File: config.mk
export PLATFORM = sky130hd
export DESIGN_NAME = counter_day_31
export DESIGN_NICKNAME = d
export VERILOG_FILES = /design/src/rtl/counter_day_31.sv
export SDC_FILE = /design/constraint.sdc
export NUM_CORES = 1
export LEC_CHECK = 0
export BUFFER_PORTS_ARGS = -buffer_cell sky130_fd_sc_hd__buf_2
export CORE_AREA = 10 10 47 49
export CTS_CLUSTER_SIZE = 30
export DETAILED_ROUTE_END_ITERATION = 7
export DIE_AREA = 0 0 57 59
export PLACE_DENSITY = 0.78
export SKIP_CTS_REPAIR_TIMING = 1
export SLEW_MARGIN = 10
export SYNTH_ARGS = -nofsm -noshare
export SYNTH_HDL_FRONTEND = slang
export SYNTH_SLANG_ARGS = --single-unit
File: constraint.sdc
create_clock -name clk -period 5.5 [get_ports clk]
set_clock_uncertainty 0.2 [all_clocks]
set_input_delay 0 -clock clk [delete_from_list [all_inputs] [get_ports clk]]
set_output_delay 0 -clock clk [all_outputs]
set_load 0.01 [all_outputs]
File: src/rtl/counter_day_31.sv
// Day-of-month counter (1..28/29/30/31) with a registered end-of-month carry.
// Build option: define LEAP_YEAR_EN so that February has 29 days when year_mod4 == 0.
module counter_day_31 #(
  parameter int unsigned RESET_DAY = 1
) (
  input  logic       clk,
  input  logic       rst,
  input  logic       inc_auto,
  input  logic       inc_manual,
  input  logic       dec_manual,
  input  logic [3:0] month,
  input  logic [1:0] year_mod4,
  output logic [4:0] value,
  output logic       carry_out,
  output logic [4:0] days_max
);

  localparam logic [4:0] RESET_VAL = 5'(RESET_DAY);

  logic [4:0] value_q, value_d;
  logic       carry_q, carry_d;

  always_comb begin
    days_max = 5'd31;
    case (month)
      4'd4, 4'd6, 4'd9, 4'd11: days_max = 5'd30;
`ifdef LEAP_YEAR_EN
      4'd2: days_max = (year_mod4 == 2'd0) ? 5'd29 : 5'd28;
`else
      4'd2: days_max = 5'd28;
`endif
      default: days_max = 5'd31;
    endcase
  end

`ifndef LEAP_YEAR_EN
  // year_mod4 has no function in this build; keep it visibly unloaded.
  logic unused_year_mod4;
  assign unused_year_mod4 = ^year_mod4;
`endif

  // Only the highest-priority request is acted on; the rest are dropped.
  always_comb begin
    value_d = value_q;
    carry_d = 1'b0;
    if (value_q > days_max) begin
      value_d = days_max;
    end else if (dec_manual) begin
      value_d = (value_q == 5'd1) ? days_max : value_q - 5'd1;
    end else if (inc_manual) begin
      value_d = (value_q >= days_max) ? 5'd1 : value_q + 5'd1;
    end else if (inc_auto) begin
      if (value_q >= days_max) begin
        value_d = 5'd1;
        carry_d = 1'b1;
      end else begin
        value_d = value_q + 5'd1;
      end
    end
  end

  always_ff @(posedge clk) begin
    if (rst) begin
      value_q <= RESET_VAL;
      carry_q <= 1'b0;
    end else begin
      value_q <= value_d;
      carry_q <= carry_d;
    end
  end

  assign value     = value_q;
  assign carry_out = carry_q;

endmodule

## Word-level counts from Yosys, hierarchy flattened

Cells that the tools add are included.

| cells by class | value |
|---|---|
| $add $sub $neg | 2 |
| equality and inequality tests | 6 |
| magnitude comparators | 2 |
| bitwise operators | 1 |
| reductions and logical operators | 3 |
| mux-type cells | 8 |

Operator list:

| kind | count |
|---|---|
| $mux W5 | 6 |
| $eq A4 B3 Y1 const B | 2 |
| $eq A4 B4 Y1 const B | 2 |
| $add A5 B1 Y5 const B | 1 |
| $eq A5 B1 Y1 const B | 1 |
| $ge A5 B5 Y1 | 1 |
| $gt A5 B5 Y1 | 1 |
| $reduce_or A5 Y1 | 1 |
| $sub A5 B1 Y5 const B | 1 |
| $eq A4 B2 Y1 const B | 1 |
| $pmux W2 S2 | 1 |
| $reduce_bool A4 Y1 | 1 |
| $reduce_or A4 Y1 | 1 |
| $mux W1 | 1 |
| $not A1 Y1 | 1 |

| storage, ports and cells | value |
|---|---|
| register bits | 6 |
| word-level logic and storage cells | 24 |
| output and inout bits | 11 |
| bits of input ports | 11 |

## Depth between registers and ports, before layout

Gate-level depths: netlist of the first run.

| logic depth | value |
|---|---|
| depth after elaboration | 9 |
| gate-level depth with buffers | 7 |
| depth with buffers taken out | 7 |

## Least setup slack after synthesis of the first run

No wires, ideal clock.

| path | value |
|---|---|
| path kind | register to register |
| from | register value_q[0] (netlist: value[0]) |
| to | register value_q[4] (netlist: value[4]) |
| library setup time | 91 ps |
| slack | 3483 ps |
| arrival | 1726 ps |
| cell stages (with the launch flop) | 7 |
| buffers on the path | 0 |
| required time | 5209 ps |
| clock period less this slack | 2017 ps |
| cells stage by stage | dfxtp_1 inv_1 ha_1 nand2b_1 a2111oi_0 o41ai_1 a311oi_1 |

| between the ends | value |
|---|---|
| longest elaborated chain between the ends | 6 |
| elaborated cells between the ends (all ways) | 12 |
| those cells by class | 2 x add/sub; 2 x order compare; 1 x eq/ne; 6 x mux; 1 x reduce/logical |

Ends and longest elaborated chain:

| what | RTL line | text |
|---|---|---|
| from (decl) | 20 | `logic [4:0] value_q, value_d;` |
| from (signal assigned) | 67 | `value_q <= value_d;` |
| $add A5 B1 Y5 or $ge A5 B5 Y1 (tied branches) | 51, 57, 53 |  |
| $mux W5 | 51, 53 |  |
| $mux W5 | 52 | `end else if (inc_auto) begin` |
| $mux W5 | 50 | `end else if (inc_manual) begin` |
| $mux W5 | 48 | `end else if (dec_manual) begin` |
| $mux W5 | 46 | `if (value_q > days_max) begin` |

Parallel ways exist; a longest one is shown, timed or not. The select of a mux whose other input is x is not followed.
A chain may end at the register's enable or synchronous reset.

## Final worst setup path of the first run

Same ends and word-level chain as after synthesis.

==> impl_results.md, run 1 <==
* Vias in the first global route at 649
* Reg2Reg Depth at 6
* DR iter-0 viols at 67
* Final #Nets at 114
* DR WL/cell at 15.7 um
* Max Cap Violations at 0
* Final setup violating endpoints at 0
* Compound-Gate Fraction of Synth Area at 32.7%
* Initial Utilization at 46.4%
* WP data arrival at 2.24 ns
* Commonest non-fill, non-tap cells in the layout: buf_2, nor2_1, inv_1, dfxtp_1
* CTS buffer count at 3
* Grt met3 use at 2.36%
* Crit. End Element: register
* DIE HEIGHT at around 59 um
* Hold Vio Cnt, Final at 0
* CTS tree: built
* Slew Viols, Final at 0
* Area delta synth->final at 17.5%
* Synth Instances at 78
* Site row count at 14
* Post-synth top area share at roughly 18%
* Warnings, synthesis at 0
* CP max FO at 8
* PortBufs at 16
* Root buf cell: clkbuf_4
* Syn Area/Cell at 8.34 sq um
* Vias post-DR at 706
* Synth area leaders: dfxtp_1, ha_1, buf_4
* Bufs on Longest Clock Path at 2
* Run status: complete, no violations
* H-tree level count at 1
* Period utilization at 41.7%
* Rel. slew slack at 54.4%
* Largest area contributor in the netlist: dfxtp_1
* Die X at 57 um
* Clock Latency Late Sink at 0.24 ns
* Critical path class: reg -> reg
* Core footprint at 1400 sq um
* Post-Synth XOR/XNOR Area at 0%
* Crit path launch type: register
* Yosys reg bits at 6
* Max VDD drop at ~130 uV
* Fin util at 54.6%
* All-Layer GR Usage at 9.92%
* Share of cells above drive strength 1 at 27.1%
* FMAX at approximately 440 MHz
* Post-synthesis cell type count at 42
* Num Clock Sinks at 6
* Worst hold path type: in -> reg
* Residual DRC at 0
* WP data required at 5.45 ns
* Largest family of logic cells by synthesized area: compound AO/OA/AOI/OAI gates
* Grt met2 use at 17.4%
* Global-route layer with the greatest usage: met2
* Mux contribution to synthesized area at 0%
* DIE AREA at 3360 sq um
* Commonest non-fill, non-tap cell in the layout: buf_2
* Synthesized cell area at 651 sq um
* DRT antenna net count at 0
* Worst Hold Depth at 3
* Power Dens Cells at 271 nW/um^2
* Drt via density at 6.30
* Post-DP HPWL at around 1400 um
* GR Util met1 at between 10% and 20%
* Drt first pass iters at 6
* Synth Area in Simple Gates at 28.1%
* Crit path time final at 2.29 ns
* Lkg Pwr at roughly 0.31 nW
* CTS clock-pin slew for the worst setup and hold paths at about 0.050 ns
* Worst Max-Slew Pin Slew at ~0.67 ns
* Final setup TNS at 0 ns
* Initial antenna violation count at 0
* Seq/Total Area, Yosys at 18.5%
* Drt total wl at 1760 um
* Grt total ovfl at 0
* Gpl congestion at 0.913
* Diodes inserted at 0
* Global-route wire length before repair at 2840 um
* Largest net degree at the start of global routing at 13
* RSZ-0062 raised after global routing: no
* Adder-cell share of the synthesized area at 9.62%
* IO Pins at 22
[per-layer routing]
metal	vias to the layer above	routed length (um)
met5	-	0
met3	4	132
met2	50	883
met4	0	14
met1	311	728
li1	341	-
[worst max-delay path, stage by stage, from the launching register on]
cell       delay (ns)
dfxtp_1          0.47
inv_1            0.11
ha_1             0.34
nand2b_1         0.18
a2111oi_0        0.50
o41ai_1          0.17
a311oi_1         0.22
[state kept, by name (all words and copies together), names as in the netlist]
| signal | count |
|---|---|
| carry_out | 1 |
| value | 5 |
[cells by family after synthesis]
group	after synthesis
flip-flops	6
other	1
AND/OR/NAND/NOR	27
buffers and inverters	12
adder cells (fa/ha/maj)	5
AO/OA/AOI/OAI	27
[stage by stage]
stage	hold WS [ns]	cells	power (mW)	worst slack, ns	cell area [sq um]
2_1_floorplan	-0.132	80	0.141	3.48	658
3_3_place_gp	0.0444	106	0.161	3.32	712
3_5_place_dp	0.0403	106	0.164	3.18	712
4_1_cts	-0.212	109	0.204	3.19	734
5_1_grt	0.123	112	0.221	3.08	764
6_report	0.0926	112	0.207	3.21	764
[cells in the mapped netlist, drive strengths merged]
cell type / number
a2111oi: 2
a211o: 1
a21o: 1
a21oi: 5
a221o: 1
a221oi: 1
a311o: 1
a311oi: 2
a31oi: 3
a41oi: 1
and3: 1
and4bb: 1
buf: 6
conb: 1
dfxtp: 6
ha: 5
inv: 6
nand2: 2
nand2b: 2
nand3: 2
nand3b: 1
nor2: 6
nor2b: 1
nor3: 5
nor3b: 1
nor4b: 3
o211ai: 1
o21ai: 1
o21bai: 1
o311a: 1
o311ai: 1
o31a: 1
o31ai: 2
o41ai: 1
or2: 1
or3: 1
[report_power, final]
group	internal (mW)	switching [mW]	total, mW
registers	0.0513	0.0204	0.0717
clock network	0.0247	0.0155	0.0401
logic	0.0451	0.0501	0.0952
[layout make-up]
class                   count  area (sq um)
clock buffers               3          22.5
fillers                   133           637
inverters                   6          22.5
multi-input cells          62           469
flip-flops and latches      6           120
well taps                  16          20.0
repair buffers             19           110
[final timing paths]
kind | slack (ns) | to | startpoint
worst max register to register | 3.21 | value[4] | value[0]
worst min-delay path | 0.09 | value[2] | dec_manual
worst max-delay path | 3.21 | value[4] | value[0]
worst min register to register | 0.44 | value[4] | value[4]
(Power assumes the default switching activity.)
==> inputs of run 2 (changes only) <==
- CORE_AREA: 10 10 47 49 -> default
- CORE_MARGIN: default -> 10
- CORE_UTILIZATION: default -> 43
- DIE_AREA: 0 0 57 59 -> default
- PLACE_DENSITY: 0.78 -> 0.73
- clock period: 5.5 -> 1.8 ns (I/O delays scaled with it)
==> run 2 against run 1 <==
Effect of this change: the run now ends with setup timing left; via count up 7.8%; routed wire length rose by 23%; sequential share of layout area down 3.3 points; first-iteration DRC count shrank 69%; setup slack got worse by 3.3 ns; clock-buffer cell count increased by 1; global-route usage grew 1.6 points; final cell count grew 16%; combinational power grew to 5.1 times the previous value; critical path depth is 1 lower; fmax grew 21%; critical path type unchanged; highest routed layer unchanged.
==> impl_results.md, run 2 (synthesis gave the netlist of run 1 again) <==
* Commonest non-fill, non-tap cell in the layout: buf_4
* Lkg Pwr at around 0.42 nW
* DIE AREA at roughly 3500 sq um
* Grt met3 use at 2.58%
* Share of cells above drive strength 1 at 53.0%
* DRT antenna net count at 0
* Hold Vio Cnt, Final at 0
* CTS tree: built
* Critical path class: reg -> reg
* Core footprint at approximately 1400 sq um
* DR WL/cell at 16.7 um
* CTS buffer count at 3
* Num Clock Sinks at 6
* Pre-CTS setup slack at -0.150 ns
* Site row count at 13
* DIE HEIGHT at 58.9 um
* Initial Utilization at 47.6%
* Max VDD drop at 492 uV
* R2R Setup Slk at -0.09 ns
* Area delta synth->final at 57.9%
* Vias post-DR at 761
* Crit path launch type: register
* Max reg flops at 5
* Bufs on Longest Clock Path at 2
* Drt first pass iters at 4
* FF-to-FF End: value[1]
* Fin area at around 1000 sq um
* Grt total ovfl at 0
* Period utilization at 105%
* Initial antenna violation count at 0
* Commonest non-fill, non-tap cells in the layout: buf_4, buf_2, nor2_1, nor3_1
* Gpl congestion at between 0.8 and 0.9
* Grt met2 use at 18.3%
* Beginning of the critical path: value[1]
* Max Cap Violations at 0
* Critical Path Sink: value[1]
* Die X at 58.9 um
* Largest net degree at the start of global routing at 13
* Worst setup margin at -0.0888 ns
* RSZ-0062 raised after global routing: yes
* Final #Nets at 132
* Failing checks: setup timing
* Crit. End Element: register
* Root buf cell: clkbuf_4
* IO Pins at 22
* Crit path time final at 1.89 ns
* Drt via density at 5.85
* FILL cells at 99
* Post-DP Area at 867 sq um
* All-Layer GR Usage at around 12%
* WP data arrival at 1.86 ns
* Reg2Reg Depth at 5
* Worst hold path type: in -> reg
* DR iter-0 viols at 21
* Run status: finished, violations left
* Multi-input gate area at slightly below 600 sq um
* Reg area at 128 sq um
* H-tree level count at 1
* Global-route wire length before repair at 3260 um
* CP max FO at 6
* Global-route layer with the greatest usage: met2
* Drt total wl at approximately 2200 um
* Slew Viols, Final at 0
* Startpoint of the worst register-to-register path: value[1]
* PortBufs at 16
* Power, Total at roughly 840 uW
* CTS clock-pin slew for the worst setup and hold paths at 0.06 ns
* Power Dens Cells at 815 nW/um^2
* Final setup violating endpoints at 3
* Diodes inserted at 0
* Clock Latency Late Sink at roughly 0.25 ns
* WP data required at 1.77 ns
* GR Util met1 at ~14%
* Vias in the first global route at approximately 730
* Residual DRC at 0
* FMAX at ~530 MHz
* Post-DP HPWL at between 1500 and 2000 um
-- run 2: cell types whose count changed in the layout (fill, tap and decap cells not counted), sizes merged --
cell    previous run  this run
clkbuf             3         4
buf               16        34
-- run 2: routing by layer --
| metal | vias to the layer above | wire length, um |
|---|---|---|
| li1 | 373 | - |
| met3 | 11 | 90 |
| met2 | 26 | 1000 |
| met5 | - | 0 |
| met4 | 0 | 80 |
| met1 | 351 | 999 |
-- run 2: where the power goes --
| part | switching (mW) | leakage [nW] | internal (mW) |
|---|---|---|---|
| clock network | 0.0554 | 0.0150 | 0.0844 |
| logic | 0.226 | 0.353 | 0.255 |
| registers | 0.0563 | 0.0504 | 0.160 |
-- run 2: worst min-delay path by stage --
stage	startpoint	endpoint	depth (start not counted)
2_1_floorplan	rst	value[1]	1
3_3_place_gp	rst	value[1]	2
3_5_place_dp	rst	value[1]	2
4_1_cts	rst	value[1]	2
5_1_grt	dec_manual	value[2]	3
6_report	dec_manual	value[2]	3
-- run 2: through the flow --
stage / utilization [%] / hold slack (ns) / setup TNS (ns) / std cells
2_1_floorplan: - / -0.132 / -0.0230 / 80
3_3_place_gp: 63.5 / 0.0545 / -0.399 / 121
3_5_place_dp: 63.5 / 0.0550 / -0.454 / 121
4_1_cts: 65.4 / -0.207 / -0.352 / 125
5_1_grt: 75.2 / 0.0576 / -0.483 / 130
6_report: 75.2 / 0.0471 / -0.152 / 130
-- run 2: layout make-up --
cell class                      instances  area share [%]
Multi-Input combinational cell         62            56.5
Timing Repair Buffer                   37            24.2
Inverter                                6            2.44
Sequential cell                         6            12.4
Clock buffer                            4            2.56
Tap cell                               15            1.83
-- run 2: critical path, stage by stage (launching register included) --
cell	delay [ns]
dfxtp_4	0.37
ha_4	0.30
nand2b_1	0.09
a221o_1	0.38
a21o_1	0.21
a311oi_2	0.24
==> inputs of run 3 (changes only) <==
- CORE_AREA: default -> 10 10 47 49
- CORE_MARGIN: 10 -> default
- CORE_UTILIZATION: 43 -> default
- DIE_AREA: default -> 0 0 57 59
- PLACE_DENSITY: 0.73 -> 0.78
- clock period: 1.8 -> 2.33 ns (I/O delays scaled with it)
==> run 3 against run 2 <==
Effect of this change: the run now ends clean; clock power down 29%; combinational power is 51% lower; non-clock buffer count is 16 lower; final cell count down 12%; global-route usage is 1.2 points lower; worst hold slack improved by 0.050 ns; fmax shrank 6.9%; setup slack gained 0.39 ns; die area is 3.1% lower; critical path depth up 1; critical path type unchanged; largest cell class unchanged.
==> impl_results.md, run 3 (synthesis gave the netlist of run 1 again) <==
* Run status: complete, no violations
* CTS buffer count at 3
* Share of cells above drive strength 1 at 28.6%
* Gpl congestion at 0.921
* DR WL/cell at 16.1 um
* Post-DP HPWL at 1350 um
* Global-route layer with the greatest usage: met2
* Num Clock Sinks at 6
* Root buf cell: clkbuf_4
* DR iter-0 viols at 18
* Fin area at 779 sq um
* Crit path time final at around 2 ns
* Power Dens Cells at approximately 640 nW/um^2
* Post-DP Area at 727 sq um
* Drt via density at 6.31
* Grt met3 use at just under 4%
* Lkg Pwr at 0.317 nW
* Grt total ovfl at 0
* Bufs on Longest Clock Path at 2
* Worst Max-Slew Pin Slew at 0.553 ns
* Die X at 57 um
* Area delta synth->final at 19.8%
* DIE AREA at between 3000 and 4000 sq um
* Crit path launch type: register
* Vias post-DR at 719
* Worst hold path type: in -> reg
* Global-route wire length before repair at 2940 um
* Max VDD drop at 366 uV
* Reg2Reg Depth at 6
* Diodes inserted at 0
* Critical path class: reg -> reg
* CTS clock-pin slew for the worst setup and hold paths at 0.05 ns
* Commonest non-fill, non-tap cells in the layout: buf_2, nor2_1, inv_1, dfxtp_1
* Drt total wl at roughly 1800 um
* Crit. End Element: register
* Final #Nets at 116
* Initial antenna violation count at 0
* Max reg flops at 5
* Slew Viols, Final at 0
* Period utilization at 87.0%
* Largest net degree at the start of global routing at 13
* Residual DRC at 0
* Pre-CTS setup slack at 0.270 ns
* Final setup TNS at 0 ns
* WP data arrival at 1.98 ns
* DIE HEIGHT at 59 um
* Rel. slew slack at a little over three fifths
* PortBufs at 16
* Hold Vio Cnt, Final at 0
* Vias in the first global route at ~700
* H-tree level count at 1
* All-Layer GR Usage at 10.4%
* Site row count at 14
* IO Pins at 22
* DRT antenna net count at 0
* FMAX at 493 MHz
* Fin util at 55.6%
* Initial Utilization at 46.4%
* Grt met2 use at 17.5%
* Max Cap Violations at 0
* Worst setup margin at 0.302 ns
* GR Util met1 at between 10% and 20%
* Core footprint at 1400 sq um
* Drt first pass iters at 5
* Commonest non-fill, non-tap cell in the layout: buf_2
* Clock Latency Late Sink at roughly 0.25 ns
* RSZ-0062 raised after global routing: no
* Hold_ws at 0.0971 ns
* CTS tree: built
* Worst Hold Depth at 3
* CP max FO at 4
* Final setup violating endpoints at 0
* WP data required at 2.29 ns
run 3: cell count changes in the layout (fill, tap and decap cells not counted), sizes merged:
cell / delta
buf: -16
clkbuf: -1
run 3: critical path, stage by stage (launching register included):
cell       delay, ns
dfxtp_1         0.32
inv_1           0.07
ha_1            0.34
nand2b_1        0.18
a2111oi_0       0.45
o41ai_1         0.15
a311oi_1        0.21
run 3: routing by layer:
layer / share of wire (%) / vias to the layer above
li1: - / 339
met1: 43 / 341
met2: 50 / 34
met3: 6.3 / 5
met4: 0.87 / 0
met5: 0 / -
run 3: layout make-up:
cell class | count | area, sq um
Sequential cell | 6 | 120
Multi-Input combinational cell | 62 | 469
Tap cell | 16 | 20.0
Inverter | 6 | 22.5
Timing Repair Buffer | 21 | 125
Fill cell | 145 | 622
Clock buffer | 3 | 22.5
run 3: worst paths after layout:
kind	to	slack, ns	from
worst max-delay path	value[4]	0.30	value[0]
worst min register to register	value[4]	0.43	value[4]
worst min-delay path	value[2]	0.1	dec_manual
worst max register to register	value[4]	0.30	value[0]
run 3: metrics by stage:
stage | power, mW | instances
final | 0.498 | 114
after global routing | 0.539 | 114
after CTS | 0.490 | 111
after detailed placement | 0.392 | 108
after global placement | 0.385 | 108
after floorplan | 0.333 | 80
run 3: power breakdown:
part / total, mW / switching, mW / internal [mW] / leakage, nW
sequential: 0.163 / 0.0417 / 0.121 / 0.0496
clock: 0.0990 / 0.0406 / 0.0585 / 0.0138
combinational: 0.237 / 0.126 / 0.111 / 0.253
total: 0.498 / 0.208 / 0.290 / 0.317
